File: config.mk
export PLATFORM = sky130hd
export DESIGN_NAME = miriscv_pipeline_control
export DESIGN_NICKNAME = d
export VERILOG_FILES = /design/src/rtl/miriscv_cu_pkg.sv /design/src/rtl/miriscv_cu_scoreboard.sv /design/src/rtl/miriscv_pipeline_control.sv
export SDC_FILE = /design/constraint.sdc
export NUM_CORES = 1
export LEC_CHECK = 0
export ABC_AREA = 0
export CAP_MARGIN = 20
export CORE_MARGIN = 1
export CORE_UTILIZATION = 43
export DETAILED_ROUTE_END_ITERATION = 10
export MAX_ROUTING_LAYER = met4
export PLACE_DENSITY = 0.91
export SETUP_SLACK_MARGIN = 0.2
export SLEW_MARGIN = 20
export SYNTH_ARGS = -nofsm -noshare
export SYNTH_HDL_FRONTEND = slang
export SYNTH_SLANG_ARGS = --single-unit
File: constraint.sdc
create_clock -name clk_i -period 6.5 [get_ports clk_i]
set_input_delay 1.95 -clock clk_i [delete_from_list [all_inputs] [get_ports clk_i]]
set_output_delay 1.95 -clock clk_i [all_outputs]
set_load 0.01 [all_outputs]
File: src/rtl/miriscv_cu_pkg.sv
// Shared types for the miriscv pipeline controller: FSM states and shadow-slot layout.
package miriscv_cu_pkg;

  localparam int CU_SLOTS = 3;
  // Shadow rd width follows the GPR address width of miriscv_gpr_pkg (x0..x31).
  localparam int CU_RD_W  = 5;

  typedef enum logic [1:0] {
    CU_RUN   = 2'd0,
    CU_FLUSH = 2'd1,
    CU_FENCE = 2'd2
  } cu_state_e;

  typedef struct packed {
    logic               valid;
    logic               we;
    logic [CU_RD_W-1:0] rd;
  } cu_slot_t;

endpackage

File: src/rtl/miriscv_cu_scoreboard.sv
// Shadow destination slots mirroring the D, E and M pipeline registers, plus the
// RAW comparator used to interlock Decode (the core has no operand forwarding).
module miriscv_cu_scoreboard
  import miriscv_cu_pkg::*;
#(
  parameter int GPR_ADDR_W = 5
) (
  input  logic                  clk_i,
  input  logic                  arstn_i,
  input  logic                  f_valid_i,
  input  logic [GPR_ADDR_W-1:0] rs1_addr_i,
  input  logic                  rs1_req_i,
  input  logic [GPR_ADDR_W-1:0] rs2_addr_i,
  input  logic                  rs2_req_i,
  input  logic [GPR_ADDR_W-1:0] rd_addr_i,
  input  logic                  wb_we_i,
  input  logic                  stall_f_i,
  input  logic                  stall_d_i,
  input  logic                  stall_e_i,
  input  logic                  stall_m_i,
  input  logic                  kill_d_i,
  output logic                  hazard_o,
  output logic                  busy_o
);

  // Index 0 = SD, 1 = SE, 2 = SM
  cu_slot_t [CU_SLOTS-1:0] slot_q;
  logic     [CU_SLOTS-1:0] hit1, hit2, vld;
  logic     [CU_RD_W-1:0]  rs1, rs2;

  assign rs1 = CU_RD_W'(rs1_addr_i);
  assign rs2 = CU_RD_W'(rs2_addr_i);

  for (genvar g = 0; g < CU_SLOTS; g++) begin : g_cmp
    assign vld[g]  = slot_q[g].valid;
    assign hit1[g] = slot_q[g].valid & slot_q[g].we & (slot_q[g].rd == rs1);
    assign hit2[g] = slot_q[g].valid & slot_q[g].we & (slot_q[g].rd == rs2);
  end

  // SM still counts in its writeback cycle: the GPR file is read-visible only next cycle.
  assign hazard_o = f_valid_i &
                    ((rs1_req_i & (rs1 != '0) & (|hit1)) |
                     (rs2_req_i & (rs2 != '0) & (|hit2)));
  assign busy_o   = |vld;

  always_ff @(posedge clk_i or negedge arstn_i) begin
    if (!arstn_i) begin
      slot_q <= '0;
    end else begin
      if (kill_d_i)
        slot_q[0] <= '0;
      else if (!stall_d_i)
        slot_q[0] <= '{valid: f_valid_i & ~stall_f_i, we: wb_we_i, rd: CU_RD_W'(rd_addr_i)};
      if (!stall_e_i)
        slot_q[1] <= '{valid: slot_q[0].valid & ~stall_d_i & ~kill_d_i,
                       we: slot_q[0].we, rd: slot_q[0].rd};
      if (!stall_m_i)
        slot_q[2] <= '{valid: slot_q[1].valid & ~stall_e_i,
                       we: slot_q[1].we, rd: slot_q[1].rd};
    end
  end

endmodule

File: src/rtl/miriscv_pipeline_control.sv
// miriscv pipeline controller: stall priority, flush/fence FSM and PC redirect.
// Optional performance counters are built only with MIRISCV_PERF_CNT_EN defined.
module miriscv_pipeline_control
  import miriscv_cu_pkg::*;
#(
  parameter int GPR_ADDR_W = 5,
  parameter int PERF_CNT_W = 32
) (
  input  logic                  clk_i,
  input  logic                  arstn_i,
  input  logic                  f_valid_i,
  input  logic [GPR_ADDR_W-1:0] d_rs1_addr_i,
  input  logic [GPR_ADDR_W-1:0] d_rs2_addr_i,
  input  logic                  d_rs1_req_i,
  input  logic                  d_rs2_req_i,
  input  logic [GPR_ADDR_W-1:0] d_rd_addr_i,
  input  logic                  d_wb_we_i,
  input  logic                  d_fence_i,
  input  logic                  e_stall_req_i,
  input  logic                  m_stall_req_i,
  input  logic                  e_mispredict_i,
  output logic                  cu_stall_f_o,
  output logic                  cu_stall_d_o,
  output logic                  cu_stall_e_o,
  output logic                  cu_stall_m_o,
  output logic                  cu_kill_f_o,
  output logic                  cu_kill_d_o,
  output logic                  cu_redirect_o,
  output logic [PERF_CNT_W-1:0] perf_stall_cnt_o,
  output logic [PERF_CNT_W-1:0] perf_flush_cnt_o
);

  cu_state_e state_q, state_d;
  logic stall_f, stall_d, stall_e, stall_m;
  logic kill_f, kill_d, redirect;
  logic hazard, busy, fence_wait, mp_take, fence_acc;

  assign stall_m    = m_stall_req_i;
  assign stall_e    = stall_m | e_stall_req_i;
  assign stall_d    = stall_e;
  assign fence_wait = (state_q == CU_FENCE) & busy;
  // Hazards and fence draining only hold Fetch, so D receives a bubble.
  assign stall_f    = stall_d | hazard | fence_wait;
  assign mp_take    = e_mispredict_i & ~stall_e & (state_q != CU_FLUSH);
  assign fence_acc  = f_valid_i & d_fence_i & ~stall_f & ~stall_d;

  miriscv_cu_scoreboard #(.GPR_ADDR_W(GPR_ADDR_W)) u_scoreboard (
    .clk_i      (clk_i),
    .arstn_i    (arstn_i),
    .f_valid_i  (f_valid_i),
    .rs1_addr_i (d_rs1_addr_i),
    .rs1_req_i  (d_rs1_req_i),
    .rs2_addr_i (d_rs2_addr_i),
    .rs2_req_i  (d_rs2_req_i),
    .rd_addr_i  (d_rd_addr_i),
    .wb_we_i    (d_wb_we_i),
    .stall_f_i  (stall_f),
    .stall_d_i  (stall_d),
    .stall_e_i  (stall_e),
    .stall_m_i  (stall_m),
    .kill_d_i   (kill_d),
    .hazard_o   (hazard),
    .busy_o     (busy)
  );

  always_ff @(posedge clk_i or negedge arstn_i) begin
    if (!arstn_i) state_q <= CU_RUN;
    else          state_q <= state_d;
  end

  always_comb begin
    state_d  = state_q;
    kill_f   = 1'b0;
    kill_d   = 1'b0;
    redirect = 1'b0;
    case (state_q)
      CU_RUN, CU_FENCE: begin
        if (mp_take) begin
          // Mispredict also kills a younger fence still draining.
          kill_f   = 1'b1;
          kill_d   = 1'b1;
          redirect = 1'b1;
          state_d  = CU_FLUSH;
        end else if (state_q == CU_RUN) begin
          if (fence_acc) state_d = CU_FENCE;
        end else if (!busy) begin
          state_d = fence_acc ? CU_FENCE : CU_RUN;
        end
      end
      CU_FLUSH: begin
        // Drop the fetch response that was already in flight at redirect time.
        kill_f  = 1'b1;
        state_d = CU_RUN;
      end
      default: state_d = CU_RUN;
    endcase
  end

  assign cu_stall_f_o  = stall_f;
  assign cu_stall_d_o  = stall_d;
  assign cu_stall_e_o  = stall_e;
  assign cu_stall_m_o  = stall_m;
  assign cu_kill_f_o   = kill_f;
  assign cu_kill_d_o   = kill_d;
  assign cu_redirect_o = redirect;

`ifdef MIRISCV_PERF_CNT_EN
  logic [PERF_CNT_W-1:0] stall_cnt_q, flush_cnt_q;

  always_ff @(posedge clk_i or negedge arstn_i) begin
    if (!arstn_i) begin
      stall_cnt_q <= '0;
      flush_cnt_q <= '0;
    end else begin
      if (stall_f) stall_cnt_q <= stall_cnt_q + PERF_CNT_W'(1);
      if (mp_take) flush_cnt_q <= flush_cnt_q + PERF_CNT_W'(1);
    end
  end

  assign perf_stall_cnt_o = stall_cnt_q;
  assign perf_flush_cnt_o = flush_cnt_q;
`else
  assign perf_stall_cnt_o = '0;
  assign perf_flush_cnt_o = '0;
`endif

endmodule
# Word level (Yosys, flattened, before mapping)
# Index checks and enable logic that the tools add are counted.
# word_totals
reg_bits	23
inputBits	25
out_inout_bits	71
elab_cells	72
# classes
eq_ne	12
n_mux	11
bitwise	31
reduce_logical	8
# op_table
operator	count
== test 5 bit	6
AND 1 bit	24
two-way mux 7 bit	2
two-way mux 2 bit	6
nonzero test 5 bit	2
OR reduction 3 bit	3
!= test 4 bit (second input constant)	2
!= test 2 x 1 -> 1 bit (second input constant)	2
bitwise OR 1 bit	4
NOT 1 bit	3
== test 2 x 1 -> 1 bit (second input constant)	1
== test 2 bit (second input constant)	1
zero test 2 bit	1
two-way mux 1 bit	2
one-hot mux 1 bit (2 select lines)	1
AND reduction 2 bit	1
OR reduction 2 bit	1

# Depth between registers and ports, before layout
# Gate-level depths: netlist of run 1.
# depth
ltp_word	16
depth_mapped	6
mapped_depth_nobuf	6

# Hierarchy
# From an unflattened synthesis of run 1, not the netlist that was laid out.
# hier_totals
hier_cells	189
area_unflattened_um2	1821.7
# modules_own_cells
module	n_inst	cells_per_inst	area_per_inst_um2
miriscv_cu_scoreboard	1	108	1198.6
miriscv_pipeline_control	1	81	623.1

# Worst setup path before layout of run 1
# Ideal clock, no wire load.
# synth_path
path_kind	input -> output
start	input port d_rs2_addr_i[1]
end	output port cu_stall_f_o
arrival_time_ns	2.955
required_ns	4.550
slack_ns	1.595
path_stages	4
path_buffers	0
path_cell_list	or3_1 -> o311a_1 -> a22oi_2 -> nand3_1
# synth_between
elab_chain_len	8
# synth_lines
item	line	rtl
start, declared	miriscv_pipeline_control.sv:13	input logic [GPR_ADDR_W-1:0] d_rs2_addr_i,
== test 5 bit	miriscv_cu_scoreboard.sv:37	assign hit2[g] = slot_q[g].valid & slot_q[g].we & (slot_q[g].rd == rs2);
AND 1 bit	miriscv_cu_scoreboard.sv:37	
OR reduction 3 bit	miriscv_cu_scoreboard.sv:43	(rs2_req_i & (rs2 != '0) & (|hit2)));
AND 1 bit *	miriscv_cu_scoreboard.sv:43	
bitwise OR 1 bit *	miriscv_cu_scoreboard.sv:42	((rs1_req_i & (rs1 != '0) & (|hit1)) |
AND 1 bit *	miriscv_cu_scoreboard.sv:41	assign hazard_o = f_valid_i &
bitwise OR 1 bit * (2 in a row)	miriscv_pipeline_control.sv:43	assign stall_f = stall_d | hazard | fence_wait;
end, declared	miriscv_pipeline_control.sv:22	output logic cu_stall_f_o,
# Mark *: on every way between the ends. The rest lies on a longest branch, timed or not.

# Final worst setup path of run 1
# layout_path
start	input port d_rs2_addr_i[3]
end	output port cu_stall_f_o
# Same word-level chain as after synthesis.

==> results by stage, run 1 <==
STA:
- Hold is met by 0.551 ns.
- The share of the cycle needed by the critical path after routing is 0.929.
- Measured against its own limit, the worst slew margin works out to 0.653.
- Static timing analysis puts the maximum clock frequency at 166 MHz.
- For the pin with the worst max-slew slack, the measured transition is 0.520 ns.
- The worst path needs 6.04 ns of the cycle, external delays included.
- Setup repair after global routing left no endpoint under its margin.
- In the post-route analysis, the smallest setup slack over all paths is 0.460 ns.
- The setup clock skew after layout is 0.00155 ns.
- The final number of setup-violating endpoints is 0.
- The number of failing hold endpoints at the final stage was 0.
- For the final routed database, the setup TNS stands at 0 ns.
- The number of pins with negative max-slew slack in the final report came to 0.

Synth:
- The synthesis-stage register bit count is 23.
- The mean cell area of the mapped netlist is 9.03 um^2.
- The async set-or-reset flop fraction in the synthesized netlist is 1.00.
- The count of different cell masters after synthesis is 29.
- The post-synthesis cell count is 205.
- The synthesized design contains 0 enable-type register cells.
- The most instantiated flip-flop cell in the synthesis netlist is dfrtp_1.
- The synthesized netlist occupies a cell area of 1850 um^2.
- The share of the Yosys chip area taken by registers is 0.311.
- The number of warning messages in the yosys log is 0.

Clock network:
- The clock-pin slew on the worst setup and hold paths is 0.08 ns.
- TritonCTS built the clock tree.
- No sink is reached through more buffers than the 2 on the longest clock path.
- Counting the buffers created by CTS gives 3.
- The count of hold-fix buffers inserted at cts is 0.
- The clock network latency to the later pin of the worst-skew pair is 0.27 ns.
- In this run the number of H-tree levels came out at 1.
- CTS saw 23 sinks.
- The number of gates given a new drive strength after cts is 0.
- The number of setup buffers added after CTS is 0.
- The clock tree root driver cell is clkbuf_8.

Place:
- The global placer's final weighted congestion is 0.862.
- Input and output buffers added on the ports amount to 31.
- The worst setup timing slack at the placement stage is 0.491 ns.
- After legalization and detailed placement, the total HPWL measured 2810 um.

Critical path:
- The setup path with the least slack is of type input port to output pin.
- Of all nets on the critical path, the largest fanout is 4.
- The arrival time of data at the critical path endpoint is 4.09 ns.
- The kind of end point of the critical path is an output pin.
- At the worst endpoint, the required time is 4.55 ns.
- The worst setup path is launched from an input port.

Die:
- The area of the die is 4570 um^2.
- The initialized floorplan defines 23 standard-cell rows.
- The initial standard-cell utilization of the core is 0.456.
- The core area is 4060 um^2.
- The number of ports placed on the die boundary is 96.
- The height of the die is 67.6 um.
- The width of the chip is 67.6 um.

Drt:
- The via count of the routed design is 1298.
- The antenna violation net count after detailed routing is 0.
- The count of routing violations after the opening detailed-route iteration is 41.
- The first detailed-routing pass ran for 4 iterations.
- The number of remaining DRC errors is 0.
- The number of vias per cell is 4.57.
- The detailed-route wire length is 3570 um.
- The average routed wire per standard cell is 12.6 um.

Flow run:
- Max-cap violations in this run came to 0.

Pwr:
- The leakage component of the power is 0.996 nW.
- The power per cell area is 194 nW/um^2.
- The share of total power dissipated in sequential elements is 0.489.
- The total internal power is 0.000254 W.
- The combinational share of power is 0.273.
- Of the total power, the share spent switching nets is 0.341.
- The share of total power dissipated in the clock network is 0.238.
- IR analysis of the VDD net gives a maximum drop of 0.0912 mV.
- For this design the total switching power over the nets is 0.000131 W.

Hold path:
- The worst hold-check path type is flip-flop to flip-flop.

Finish:
- The repair_antennas step left the layout with diodes totalling 0.
- The share of cells above drive strength 1 is 0.0684.
- The area overhead of the layout relative to synthesis is 7.37%.
- The final layout contains 260 nets.
- After filler insertion, the fill cell instance count of the layout stands at 395.

Outcome:
- The flow ran to the end, and the final reports show no timing, DRC or antenna violations.

Global routing:
- The first global-routing pass estimated 5820 um of wire.
- The number of global-route vias before repair was 1206.
- The initial antenna violation count is 0.
- Entering global routing, the biggest net connects 24 pins.
- In the global route stage, overall resource usage came out at 0.184.
- The remaining global-route overflow is 0.
-- power groups by stage --
stage / combinational, W / sequential [W] / clock (W)
3_5_place_dp: 0.000105 / 0.000191 / 0
6_report: 0.000105 / 0.000188 / 0.0000918
3_3_place_gp: 0.000102 / 0.000190 / 0
4_1_cts: 0.000106 / 0.000188 / 0.0000940
5_1_grt: 0.000120 / 0.000192 / 0.000100
2_1_floorplan: 0.0000997 / 0.000183 / 0
-- logic make-up after synthesis --
logic type                after synthesis  synth area share
muxes                                   6            0.0365
buffers and inverters                  72             0.287
xor gates and xnor gates               30             0.142
AOI/OAI and AO/OA                      15            0.0561
and+or+nand+nor                        58             0.165
DFF                                    23             0.311
other                                   1           0.00203
-- state kept, by name, indices dropped and copies added, names as in the netlist --
register and cells:
u_scoreboard.slot_q 21, state_q 2
-- layout make-up --
type	instances	area [um^2]	share of cell area
Inverter	2	10.0	0.00504
Multi-Input combinational cell	173	980	0.493
Tap cell	50	62.6	0.0315
Timing Repair Buffer	32	313	0.157
Clock inverter	1	5.00	0.00252
Clock buffer	3	41.3	0.0208
Sequential cell	23	576	0.290
-- worst max-delay path, cell delays in order --
cell and delay [ns]:
clkdlybuf4s50_1 0.54, xor2_1 0.20, nor4_1 0.41, nand4_1 0.15, nand3_1 0.11, a22oi_2 0.11, nand3_1 0.09, clkdlybuf4s50_1 0.54
-- final timing paths --
kind                                              from                 endpoint  slack [ns]  cells after the start
worst max-delay path                   d_rs2_addr_i[3]             cu_stall_f_o        0.46                      8
worst min-delay path            u_scoreboard.slot_q[5]  u_scoreboard.slot_q[12]        0.55                      2
worst max register to register  u_scoreboard.slot_q[3]               state_q[1]        4.75                      6
worst min register to register  u_scoreboard.slot_q[5]  u_scoreboard.slot_q[12]        0.55                      2
max in group asynchronous                      arstn_i  u_scoreboard.slot_q[13]        4.51                      1
min in group asynchronous                      arstn_i   u_scoreboard.slot_q[3]        1.64                      1
-- metal layers --
layer  share of wire  wire (um)  GRT usage
met3           0.066        235     0.0253
met5               0          0          -
met1            0.41       1460      0.226
met4           0.043        154      0.106
met2            0.48       1710      0.285
-- synth_stat cells (2+ instances only) --
cell	n	area [um^2]
nor3_1	2	10.0
nand2_1	33	124
nor4_1	6	37.5
buf_4	67	503
o311a_1	2	20.0
or3_1	3	18.8
xor2_1	24	210
nand3_1	3	15.0
dfrtp_1	23	576
a21oi_1	8	40.0
nand4_1	6	37.5
xnor2_1	6	52.6
mux2_2	6	67.6
-- through the flow --
stage,area (um^2),power (W),utilization,std cells
detailed placement,1950,0.000296,0.479,280
finish,1990,0.000385,0.490,284
global route,1990,0.000412,0.490,284
CTS,1990,0.000388,0.491,284
global placement,1950,0.000292,0.479,280
floorplan,2090,0.000283,-,268
-- cell usage in the layout (no fill, tap or decap), drive strengths merged, types with 2 or more instances in the layout --
cell type       n
clkbuf          3
nand3           3
nor3b           2
or3             3
o311a           2
nand2          33
nand4           6
clkdlybuf4s50  30
xor2           24
xnor2           6
a21oi           8
dfrtp          23
nor4            6
inv             2
mux2            6
nor3            2
buf             2
conb           64
Note: power is estimated with default switching activity, not from simulation.
==> run 2, diff against run 1 <==
--- a/config.mk
+++ b/config.mk
@@ -8,12 +8,12 @@
 export ABC_AREA = 0
 export CAP_MARGIN = 20
 export CORE_MARGIN = 1
-export CORE_UTILIZATION = 43
+export CORE_UTILIZATION = 50
 export DETAILED_ROUTE_END_ITERATION = 10
-export MAX_ROUTING_LAYER = met4
-export PLACE_DENSITY = 0.91
+export DONT_BUFFER_PORTS = 1
+export PLACE_DENSITY = 0.7
 export SETUP_SLACK_MARGIN = 0.2
-export SLEW_MARGIN = 20
+export SLEW_MARGIN = 15
 export SYNTH_ARGS = -nofsm -noshare
 export SYNTH_HDL_FRONTEND = slang
 export SYNTH_SLANG_ARGS = --single-unit
==> run 2 against run 1 <==
  * Die area down 14%
  * Power is 7.3% lower
  * Sequential power about the same
  * Clock-buffer cell count did not move
  * Global-route usage is 1.1 points lower
  * Core utilization down 0.40 points
  * Flip-flop and latch count unchanged
  * Largest cell class unchanged
==> results by stage, run 2 (synthesis results as in run 1) <==
Outcome:
- The flow ran to the end, and the final reports show no timing, DRC or antenna violations.

Finish:
- The post-route core utilization came to 0.486 (-0.00403).
- The flip-flop count of the largest register after layout is 21 (unchanged).
- The register with the most flip-flops is u_scoreboard.slot_q.
- In the final layout, the registers with the most flip-flops are u_scoreboard.slot_q x21, state_q x2.
- The count of placed standard cells in the final layout, fillers left out is 248 (-13%).
- The number of nets in the final layout came to 228 (-12%).
- The share of cells above drive strength 1 is 0.0693 (+0.000931).
- Leaving out fill and tap cells, the most frequent cell in the layout is conb_1.
- The number of fill cells is 357 (-9.6%).
- From synthesis to final layout, the design area changed by -9.67%.
- The library cells used most frequently in the layout, excluding fill and tap cells, are conb_1 (64), nand2_1 (33), xor2_1 (24).
- The number of antenna diodes is 0 (unchanged).

Drt:
- The count of routing violations after the opening detailed-route iteration was 43 (+4.9%).
- The antenna violation net count after detailed routing is 0 (unchanged).
- The average routed wire per standard cell is 13.1 um (+4.3%).
- The detailed-route wire length came to 3250 um (-8.9%).
- The number of vias per cell was 4.60 (+0.66%).
- The detailed-routing iteration count for the pre-antenna-repair pass is 4 (unchanged).
- The number of remaining DRC errors came to 0 (unchanged).
- The via count of the routed design was 1141 (-12%).

Pwr:
- The final total power is 0.000357 W (-7.3%).
- The switching power is 0.000118 W (-9.8%).
- The switching share of power is 0.332 (-0.00931).
- The worst-case vdd ir drop is 0.155 mV (+70%).
- The power per cell area is 214 nW/um^2 (+10%).
- The combinational share of power is 0.209 (-0.064).
- The portion of total power attributed to sequential cells is 0.528 (+0.039).
- The leakage component of the power was 0.867 nW (-13%).
- The clock share of power is 0.263 (+0.025).
- The total internal power came to 0.000239 W (-6.0%).

Clock network:
- The number of gates given a new drive strength after cts is 0 (unchanged).
- The clock-pin slew on the worst setup and hold paths was 0.09 ns (about the same).
- The clock sink total was 23 (unchanged).
- The count of hold-fix buffers inserted at cts was 0 (unchanged).
- The post-CTS repair timing setup buffer count came to 0 (unchanged).
- The total clock buffers created by CTS was 3 (unchanged).
- TritonCTS built the clock tree.
- In this run the clock root is driven by a clkbuf_8.
- The number of buffers on the longest clock path is 2 (unchanged).
- The H-tree depth reported by CTS came to 1 (unchanged).
- The clock network latency to the later pin of the worst-skew pair came to 0.27 ns (about the same).

Die:
- The number of ports placed on the die boundary is 96 (unchanged).
- The height of the die is 62.8 um (-7.0%).
- The core area was 3440 um^2 (-15%).
- The initial standard-cell utilization of the core is 0.538 (+0.0816).
- The number of rows in the core area came to 21 (-8.7%).
- The width of the chip is 62.8 um (-7.0%).
- The area of the die came to 3950 um^2 (-14%).

Hold path:
- The tightest min-delay check is of the flip-flop to flip-flop type.
- The startpoint identified for the worst hold timing path is u_scoreboard.slot_q[5].

Place:
- The half-perimeter wire length after placement is 2540 um (-9.5%).
- The number of I/O port buffers is 0 (-100%).
- The global placer's final weighted congestion is 0.882 (+2.3%).
- The cell count after placement is 244 (-13%).

Critical path:
- The largest stage delay on the critical path is 0.55 ns (about the same).
- The family with the most delay on the worst path is simple AND/OR/NAND/NOR gates.
- The source of the worst register-to-register timing path is u_scoreboard.slot_q[11].
- Traced cell by cell, the critical path runs through nor2_8 -> inv_4 -> nor3b_4 -> a21o_1.
- STA classifies the critical path endpoint as an output pin.
- The worst setup path is launched from an input port.
- The launch point of the critical path is e_stall_req_i.
- The slowest stage of the critical path belongs to the cell nor3b_4.
- The critical path data required time is 4.55 ns (about the same).
- The critical-path maximum fanout is 19 (+15).
- The number of buffer and inverter stages on the critical path was 1 (-1).
- The category of the critical setup timing path is input port to output pin.
- The arrival time of data at the critical path endpoint is 3.08 ns (-1.01 ns).

STA:
- The hold slack came to 0.554 ns (+0.00309 ns).
- The setup clock skew after layout is 0.00134 ns (-0.000210 ns).
- The number of pins with negative max-slew slack in the final report is 0 (unchanged).
- The number of failing hold endpoints at the final stage is 0 (unchanged).
- Setup repair after global routing left no endpoint under its margin.
- The final number of setup-violating endpoints was 0 (unchanged).
- The pin slew with the least headroom to its limit is 0.585 ns (+0.0649 ns).
- The highest attainable clock frequency is 199 MHz (+20%).
- The share of the cycle needed by the critical path after routing was 0.774 (-0.155).
- The relative max-transition margin is 0.610 (-0.0437).
- The total negative slack is 0 ns (unchanged).
- The minimum clock period was 5.03 ns (-1.01 ns).

Global routing:
- The number of global-route vias before repair came to 1031 (-15%).
- The total global-route track usage is 0.173 (-0.0107).
- The initial antenna violation count came to 0 (unchanged).
- The first-pass GRT wire length is 5240 um (-9.8%).
- The remaining global-route overflow is 0 (unchanged).
- The maximum number of pins on one net before global-route repair is 24 (unchanged).

Flow run:
- The max-capacitance violation count is 0 (unchanged).
[run 2: cell types whose count changed in the layout (fill, tap and decap cells not counted)]
cell             change
clkinvlp_4           +1
buf_4                -1
buf_2                -1
clkdlybuf4s50_1     -30
clkinv_2             -1
[run 2: power groups by stage]
stage | registers [W] | clock network [W] | logic, W
2_1_floorplan | 0.000183 | 0 | 0.0000997
3_3_place_gp | 0.000191 | 0 | 0.0000728
3_5_place_dp | 0.000191 | 0 | 0.0000744
4_1_cts | 0.000189 | 0.0000963 | 0.0000746
5_1_grt | 0.000192 | 0.0000997 | 0.0000856
6_report | 0.000189 | 0.0000939 | 0.0000746
[run 2: worst min-delay path: cells and delay by family (launching register included)]
| family | cells | cell delay, ns |
|---|---|---|
| and+or+nand+nor | 2 | 0.12 |
| DFF | 1 | 0.41 |
[run 2: worst paths after layout]
kind | end | slack (ns) | cells after the start
setup / recovery | cu_kill_f_o | 1.47 | 4
hold / removal | u_scoreboard.slot_q[12] | 0.55 | 2
setup reg to reg | state_q[1] | 4.84 | 6
hold reg to reg | u_scoreboard.slot_q[12] | 0.55 | 2
max in group asynchronous | u_scoreboard.slot_q[20] | 5.06 | 0
min in group asynchronous | state_q[1] | 1.36 | 0
[run 2: final cells by class]
type / instances / area (um^2) / area share
flip-flops and latches: 23 / 576 / 0.344
inverters: 2 / 10.0 / 0.00599
multi-input cells: 173 / 980 / 0.586
clock buffers: 3 / 41.3 / 0.0247
clock inverters: 1 / 7.51 / 0.00449
well taps: 46 / 57.6 / 0.0344
[run 2: metal layers]
layer	global-route usage	vias to the layer above	wire length (um)
li1	-	540	-
met1	0.241	526	1410
met2	0.261	73	1520
met3	0.0547	2	296
met4	0.0349	0	14
met5	0	-	0
[run 2: metrics by stage]
| step | cell area [um^2] | setup WS (ns) |
|---|---|---|
| after global routing | 1670 | 1.36 |
| after detailed placement | 1620 | 1.45 |
| final | 1670 | 1.47 |
| after CTS | 1670 | 1.45 |
| after floorplan | 2090 | 1.59 |
| after global placement | 1620 | 1.47 |
